[src/rtl/instr_step_controller.sv]
`default_nettype none
// +--------------------------------------------------------------------------+
// | Module      : instr_step_controller                                      |
// | Description : Single-step sequencer; one debounced key press issues one  |
// |               instruction from the switches through RF read/ALU/write.   |
// | Revision    : 1.0                                                         |
// +--------------------------------------------------------------------------+
module instr_step_controller #(
    parameter logic [15:0] DEBOUNCE_CYCLES = 16'd50000,
    parameter int          ALU_LATENCY     = 2
) (
    input  logic        clock,
    input  logic        reset_n,
    input  logic        key_n,
    input  logic [15:0] sw,
    output logic [3:0]  codop,
    output logic [3:0]  addA,
    output logic [3:0]  addB_LMM,
    output logic [3:0]  addC,
    output logic        rf_rd_en,
    output logic        alu_start,
    output logic        rf_wr_en,
    output logic        wr_sel_imm,
    output logic        busy,
    output logic        illegal_op,
    output logic [7:0]  instr_count
);

    localparam logic [15:0] c_deb_last  = DEBOUNCE_CYCLES - 16'd1;
    localparam logic [3:0]  c_exec_last = 4'(ALU_LATENCY - 1);
    localparam logic [3:0]  c_op_nop    = 4'd0;
    localparam logic [3:0]  c_op_slt    = 4'd6;
    localparam logic [3:0]  c_op_lmm    = 4'd15;

    typedef enum logic [2:0] {
        S_IDLE   = 3'd0,
        S_FETCH  = 3'd1,
        S_DECODE = 3'd2,
        S_READ   = 3'd3,
        S_EXEC   = 3'd4,
        S_WRITE  = 3'd5
    } state_t;

    logic [1:0]  r_sync;
    logic        r_db;
    logic [15:0] r_db_cnt;
    logic        r_press;
    state_t      r_state;
    logic [3:0]  r_exec_cnt;

    // Switch nearest the field MSB drives bit 0 of the captured field.
    function automatic logic [3:0] rev4(input logic [3:0] v);
        rev4 = {v[0], v[1], v[2], v[3]};
    endfunction

    // Key levels are active-low: r_db = 1 means released.
    always_ff @(posedge clock or negedge reset_n) begin
        if (!reset_n) begin
            r_sync   <= 2'b11;
            r_db     <= 1'b1;
            r_db_cnt <= '0;
            r_press  <= 1'b0;
        end else begin
            r_sync  <= {r_sync[0], key_n};
            r_press <= 1'b0;
            if (r_sync[1] == r_db) begin
                r_db_cnt <= '0;
            end else if (r_db_cnt == c_deb_last) begin
                r_db     <= r_sync[1];
                r_db_cnt <= '0;
                r_press  <= r_db;
            end else begin
                r_db_cnt <= r_db_cnt + 16'd1;
            end
        end
    end

    always_ff @(posedge clock or negedge reset_n) begin
        if (!reset_n) begin
            r_state     <= S_IDLE;
            r_exec_cnt  <= '0;
            codop       <= '0;
            addA        <= '0;
            addB_LMM    <= '0;
            addC        <= '0;
            rf_rd_en    <= 1'b0;
            alu_start   <= 1'b0;
            rf_wr_en    <= 1'b0;
            wr_sel_imm  <= 1'b0;
            busy        <= 1'b0;
            illegal_op  <= 1'b0;
            instr_count <= '0;
        end else begin
            rf_rd_en   <= 1'b0;
            alu_start  <= 1'b0;
            rf_wr_en   <= 1'b0;
            wr_sel_imm <= 1'b0;
            case (r_state)
                S_IDLE: begin
                    if (r_press) begin
                        r_state <= S_FETCH;
                        busy    <= 1'b1;
                    end
                end
                S_FETCH: begin
                    codop       <= rev4(sw[15:12]);
                    addA        <= rev4(sw[11:8]);
                    addB_LMM    <= rev4(sw[7:4]);
                    addC        <= rev4(sw[3:0]);
                    instr_count <= instr_count + 8'd1;
                    illegal_op  <= 1'b0;
                    r_state     <= S_DECODE;
                end
                S_DECODE: begin
                    if (codop == c_op_lmm) begin
                        r_state    <= S_WRITE;
                        rf_wr_en   <= 1'b1;
                        wr_sel_imm <= 1'b1;
                    end else if (codop == c_op_nop) begin
                        r_state <= S_IDLE;
                        busy    <= 1'b0;
                    end else if (codop <= c_op_slt) begin
                        r_state  <= S_READ;
                        rf_rd_en <= 1'b1;
                    end else begin
                        r_state    <= S_IDLE;
                        busy       <= 1'b0;
                        illegal_op <= 1'b1;
                    end
                end
                S_READ: begin
                    r_state    <= S_EXEC;
                    alu_start  <= 1'b1;
                    r_exec_cnt <= '0;
                end
                S_EXEC: begin
                    if (r_exec_cnt == c_exec_last) begin
                        r_state  <= S_WRITE;
                        rf_wr_en <= 1'b1;
                    end else begin
                        r_exec_cnt <= r_exec_cnt + 4'd1;
                    end
                end
                S_WRITE: begin
                    r_state <= S_IDLE;
                    busy    <= 1'b0;
                end
                default: begin
                    r_state <= S_IDLE;
                    busy    <= 1'b0;
                end
            endcase
        end
    end

endmodule
`default_nettype wire

[config.mk]
export PLATFORM = sky130hd
export DESIGN_NAME = instr_step_controller
export DESIGN_NICKNAME = d
export VERILOG_FILES = /design/src/rtl/instr_step_controller.sv
export SDC_FILE = /design/constraint.sdc
export NUM_CORES = 1
export LEC_CHECK = 0
export ABC_AREA = 1
export BUFFER_PORTS_ARGS = -buffer_cell sky130_fd_sc_hd__buf_2
export CORE_MARGIN = 3
export CORE_UTILIZATION = 59
export DETAILED_ROUTE_END_ITERATION = 16
export PLACE_DENSITY = 0.84
export REMOVE_ABC_BUFFERS = 1
export SLEW_MARGIN = 10
export SYNTH_ARGS = -nofsm -noshare
export SYNTH_HDL_FRONTEND = slang
export SYNTH_SLANG_ARGS = --single-unit
export TNS_END_PERCENT = 1
[constraint.sdc]
create_clock -name clock -period 3.8 [get_ports clock]
set_clock_uncertainty 0.2 [all_clocks]
set_input_delay 0 -clock clock [delete_from_list [all_inputs] [get_ports clock]]
set_output_delay 0 -clock clock [all_outputs]
set_load 0.05 [all_outputs]
==> metrics.yaml, run 1 <==
outcome:
  status: "completed"
placement:
  place_congestion: 0.919
  io_buffers: 48
  dpl.hpwl_um: 3880
logic_synthesis:
  ys_types: 27
  synth_top_family_by_area: "simple AND/OR/NAND/NOR gates"
  synthAdderAreaFrac: 0.0189
  yosysTopAreaCell: "dfrtp_1"
  syn_inst: 317
  yosys.area.top_type_share: 0.510
  synth-xor-area-share: 0.0430
  syn_area_per_cell_um2: 8.36
  ys_ff_latch: 57
  syn_area_um2: 2650
  synth_compound_area_frac: 0.0255
  seq_area_frac_synth: 0.540
  synthSimpleGateAreaFrac: 0.313
  synth_mux_area_frac: 0
  synth.area.top_cells: "dfrtp_1, nand2_1, nor2_1"
  synth_warnings: 0
setup_path:
  crit_chain: "inv_1, nand2_2, inv_1, a21oi_1, nor2_1"
  crit_fanout: 22
  critPathSlowestCell: "inv_1"
  arrival_ps: 2040
  criticalPathCategory: "flop to flop"
  worst-path-buf-inv: 2
  crit_family: "buffers and inverters"
  crit_top_cell: "inv_1"
  startpoint_type: "flop"
  cp-end-kind: "flop"
  slowest_delay_ps: 550
  cp.required_ps: 3850
finish:
  num-fill-cells: 279
  synthToLayoutAreaGrowth_pct: 24.1
  drive_gt1_frac: 0.189
  antenna_cells: 0
  finalNetCount: 414
route:
  drtPass1Iterations: 4
  met2_length_um: 2940
  vias: 2326
  maxUsedRoutingLayer: "met4"
  wl_per_cell_um: 13.2
  drtIter0Drc: 188
  ant_nets: 0
  route.detailed.drc: 0
  drt-met1-wl_um: 2510
  wirelength_um: 5870
  wl_met3_um: 280
  viasPerCell: 5.22
clocking:
  clkTransAtPathRegs_ps: 70
  worstSkewPairLatency_ps: 340
  cts_buffer_depth: 2
  cts-resized-gates: 0
  clock-sinks: 57
  postCtsHoldBufs: 18
  clockRootBuffer: "clkbuf_8"
  post_cts_buffers: 0
  tritoncts: "done"
  numCtsBuffers: 9
  cts.htree.levels: 3
grt:
  grt_pass1_wl_um: 9830
  grt_pass1_vias: 2198
  gr-total-overflow: 0
  grt_antenna_before_repair: 0
  grt.total_usage: 0.243
  grt_start_max_net_pins: 41
floorplanning:
  start_util: 0.635
  die_h_um: 73.0
  core_um2: 4170
  io_pins: 49
  rows: 23
  die_area_um2: 5330
  dieWidth_um: 73.0
min_path:
  min_path_type: "input pin to async pin"
timing:
  slew-limit-headroom: 0.429
  setup_viol: 0
  tightest_slew_ps: 856
  max_freq_mhz: 503
  finalSetupTns_ps: 0
  layout_worst_path_cycle_share: 0.524
  report.final.slew_viol_count: 0
  rsz0062_at_grt: "false"
  finalHoldViolations: 0
  fin_crit_ps: 1990
flow_run:
  maxCapViolCount: 0
power:
  irDropWorstVdd_v: 0.000273
  power_density_nw_per_um2: 352
  leakagePower_nw: 1.73
  p_total_mw: 1.16
layer usage:
metal | up-vias | GRT usage
met2 | 79 | 0.391
li1 | 1150 | -
met5 | - | 0
met3 | 12 | 0.0537
met1 | 1085 | 0.303
met4 | 0 | 0.131
final cells by class:
cell class | count | area [um2] | share of cell area
sequential | 57 | 1430 | 0.435
multi-input combinational | 221 | 1060 | 0.322
timing repair buffer | 67 | 428 | 0.130
clock buffer | 13 | 159 | 0.0483
inverter | 35 | 131 | 0.0400
tap | 50 | 62.6 | 0.0190
clock inverter | 3 | 17.5 | 0.00533
through the flow:
stage                     std cells   util  area, um2  setup WS [ps]  hold WS (ps)
after floorplan                 313      -       2620           2100          -496
after global placement          412  0.703       2930           1960         -91.9
after detailed placement        412  0.703       2930           1900         -93.8
after CTS                       446  0.788       3290           1900          98.1
after global routing            446  0.788       3290           1690           100
final                           446  0.788       3290           1810           111
worst paths after layout:
| path | slack [ps] | from | cells after the start | to |
|---|---|---|---|---|
| max | 1810 | r_state[2] | 5 | instr_count[2] |
| min | 110 | reset_n | 2 | addC[2] |
| max reg2reg | 1810 | r_state[2] | 5 | instr_count[2] |
| min reg2reg | 160 | r_sync[0] | 0 | r_sync[1] |
| max in group asynchronous | 2510 | reset_n | 3 | r_state[1] |
| min in group clock | 110 | key_n | 2 | r_sync[0] |
registers in the layout, indices dropped and copies added (netlist names):
name,flops
alu_start,1
busy,1
addB_LMM,4
r_db,1
addC,4
rf_wr_en,1
rf_rd_en,1
r_exec_cnt,4
r_press,1
instr_count,8
illegal_op,1
r_db_cnt,16
addA,4
r_sync,2
r_state,3
codop,4
wr_sel_imm,1
cells in the final DEF, fill, tap and decap left out, types with 4 or more instances in the layout:
| master | count |
|---|---|
| buf_2 | 48 |
| clkbuf_8 | 11 |
| dfrtp_1 | 54 |
| dlygate4sd3_1 | 18 |
| ha_1 | 4 |
| inv_1 | 34 |
| nand2_1 | 101 |
| nand3_1 | 23 |
| nand3b_1 | 4 |
| nand4_1 | 5 |
| nor2_1 | 43 |
| nor3_1 | 5 |
| o21ai_0 | 7 |
| xnor2_1 | 4 |
| xor2_1 | 9 |
kinds of logic after synthesis:
family | count (synthesis)
xor gates and xnor gates | 13
adders and majority gates | 4
buffers and inverters | 39
DFF | 57
and+or+nand+nor | 191
AOI/OAI and AO/OA | 13
Yosys cell counts, drive strengths merged:
master  number
nand3       23
xnor2        4
a21oi        3
and2         1
nand2      104
nand3b       4
nor3         6
o22ai        1
nor3b        2
a31oi        1
ha           4
xor2         9
buf          4
dfstp        3
nor2        46
o21ai        8
dfrtp       54
nand4        5
inv         35
power by group:
| group | switching (mW) | internal (mW) |
|---|---|---|
| Combinational | 0.0231 | 0.0223 |
| Sequential | 0.00350 | 0.612 |
| Clock | 0.227 | 0.270 |
| Total | 0.254 | 0.904 |
Power figures use the tool's default switching activity.
==> run 2: changes to the inputs <==
Settings changed: CORE_UTILIZATION 59 to 55, PLACE_DENSITY 0.84 to 0.79.
Clock period 3.8 ns to 1.9 ns, I/O delays scaled along.
==> run 2 against run 1 <==
  * Wire length increased by 2.0%
  * Clock power grew 130%
  * Sequential cell count did not move
  * Critical path depth up 3
  * Power grew 110%
  * Critical endpoint is now r_db_cnt[10]
  * Largest cell class unchanged
==> metrics.yaml, run 2 (synthesis results as in run 1) <==
grt:
  grt_start_max_net_pins: 58
  gr-total-overflow: 0
  grt_pass1_wl_um: 9770
  grt.total_usage: 0.232
  grt_pass1_vias: 2239
  grt_antenna_before_repair: 0
route:
  met2_length_um: 3120
  wl_per_cell_um: 13.3
  ant_nets: 0
  wl_met3_um: 237
  viasPerCell: 5.09
  drtPass1Iterations: 4
  drt-met1-wl_um: 2510
  wirelength_um: 5990
  maxUsedRoutingLayer: "met4"
  drtIter0Drc: 120
  vias: 2295
  route.detailed.drc: 0
finish:
  finalNonFillerCells: 451
  final_common_cell: "nand2_1"
  synthToLayoutAreaGrowth_pct: 26.3
  seq_area_um2: 1430
  regMostFlops: "r_db_cnt"
  mostFrequentLayoutCells: "nand2_1, dfrtp_1, buf_2"
  final_util: 0.743
  top_regs: "r_db_cnt: 16 flops, instr_count: 8 flops"
  drive_gt1_frac: 0.198
  multi_input_area_um2: 1060
  num-fill-cells: 339
  antenna_cells: 0
  finalNetCount: 417
  largest_reg_flops: 16
clocking:
  post_cts_buffers: 0
  tritoncts: "done"
  postCtsHoldBufs: 18
  cts-resized-gates: 0
  clock-sinks: 57
  worstSkewPairLatency_ps: 340
  cts.htree.levels: 3
  clkTransAtPathRegs_ps: 70
  clockRootBuffer: "clkbuf_8"
  numCtsBuffers: 9
  cts_buffer_depth: 2
setup_path:
  cp-end-kind: "flop"
  r2r_cells: 8
  cp.required_ps: 1960
  criticalPathCategory: "flop to flop"
  startpoint_type: "flop"
  r2r_slack_ps: 190
  regToRegEndpoint: "r_db_cnt[10]"
  crit_fanout: 6
  arrival_ps: 1770
  reg2reg_from: "r_db_cnt[0]"
floorplanning:
  io_pins: 49
  die_area_um2: 5690
  start_util: 0.588
  dieWidth_um: 75.4
  rows: 24
  core_um2: 4500
  die_h_um: 75.4
timing:
  layout_worst_path_cycle_share: 0.901
  max_freq_mhz: 584
  rsz0062_at_grt: "false"
  slew-limit-headroom: 0.546
  finalHoldViolations: 0
  report.final.slew_viol_count: 0
  setup_ws_ps: 189
  setup_viol: 0
  finalSetupTns_ps: 0
  tightest_slew_ps: 681
  fin_crit_ps: 1710
placement:
  dp_cells: 417
  io_buffers: 48
  dpl.hpwl_um: 3850
  dp_slack_ps: 191
  place_congestion: 0.905
flow_run:
  maxCapViolCount: 0
power:
  p_total_mw: 2.45
  irDropWorstVdd_v: 0.000575
  power_density_nw_per_um2: 732
  leakagePower_nw: 1.75
min_path:
  min_path_type: "input pin to async pin"
outcome:
  status: "completed"
run 2: critical path: stages (launching register included):
cell	delay, ps
dfrtp_1	430
ha_1	250
nand2_1	90
nor2_2	60
nand3_1	90
nor2_1	50
nor2_1	260
nand2_1	100
nor2_1	100
run 2: worst max-delay path by stage:
stage / start / slack, ps / depth (start not counted) / end
6_report: r_db_cnt[0] / 190 / 8 / r_db_cnt[10]
2_1_floorplan: instr_count[0] / 200 / 6 / instr_count[4]
5_1_grt: r_db_cnt[0] / 20 / 8 / r_db_cnt[10]
4_1_cts: r_db_cnt[0] / 190 / 8 / r_db_cnt[11]
3_3_place_gp: r_db_cnt[0] / 270 / 8 / r_db_cnt[13]
3_5_place_dp: r_db_cnt[0] / 190 / 8 / r_db_cnt[11]
run 2: final cells by class:
class | instances | area share
repair buffers | 70 | 0.138
inverters | 35 | 0.0393
clock buffers | 11 | 0.0423
flip-flops and latches | 57 | 0.427
multi-input cells | 221 | 0.317
clock inverters | 5 | 0.0165
well taps | 52 | 0.0194
run 2: power breakdown:
part	switching, mW	internal [mW]	total (mW)	leakage (nW)
Combinational	0.0462	0.0463	0.0925	0.955
Clock	0.490	0.636	1.13	0.0953
Sequential	0.00666	1.22	1.23	0.700
run 2: through the flow:
step                      cell area (um2)  hold slack [ps]
after floorplan                      2620             -496
after global placement               2970            -89.7
after detailed placement             2970            -89.6
after CTS                            3350             91.3
after global routing                 3350              122
final                                3350              132
run 2: metal layers:
metal  vias up  GRT usage
li1       1146          -
met1      1084      0.267
met2        51      0.393
met3        14     0.0739
met4         0      0.107
met5         -          0
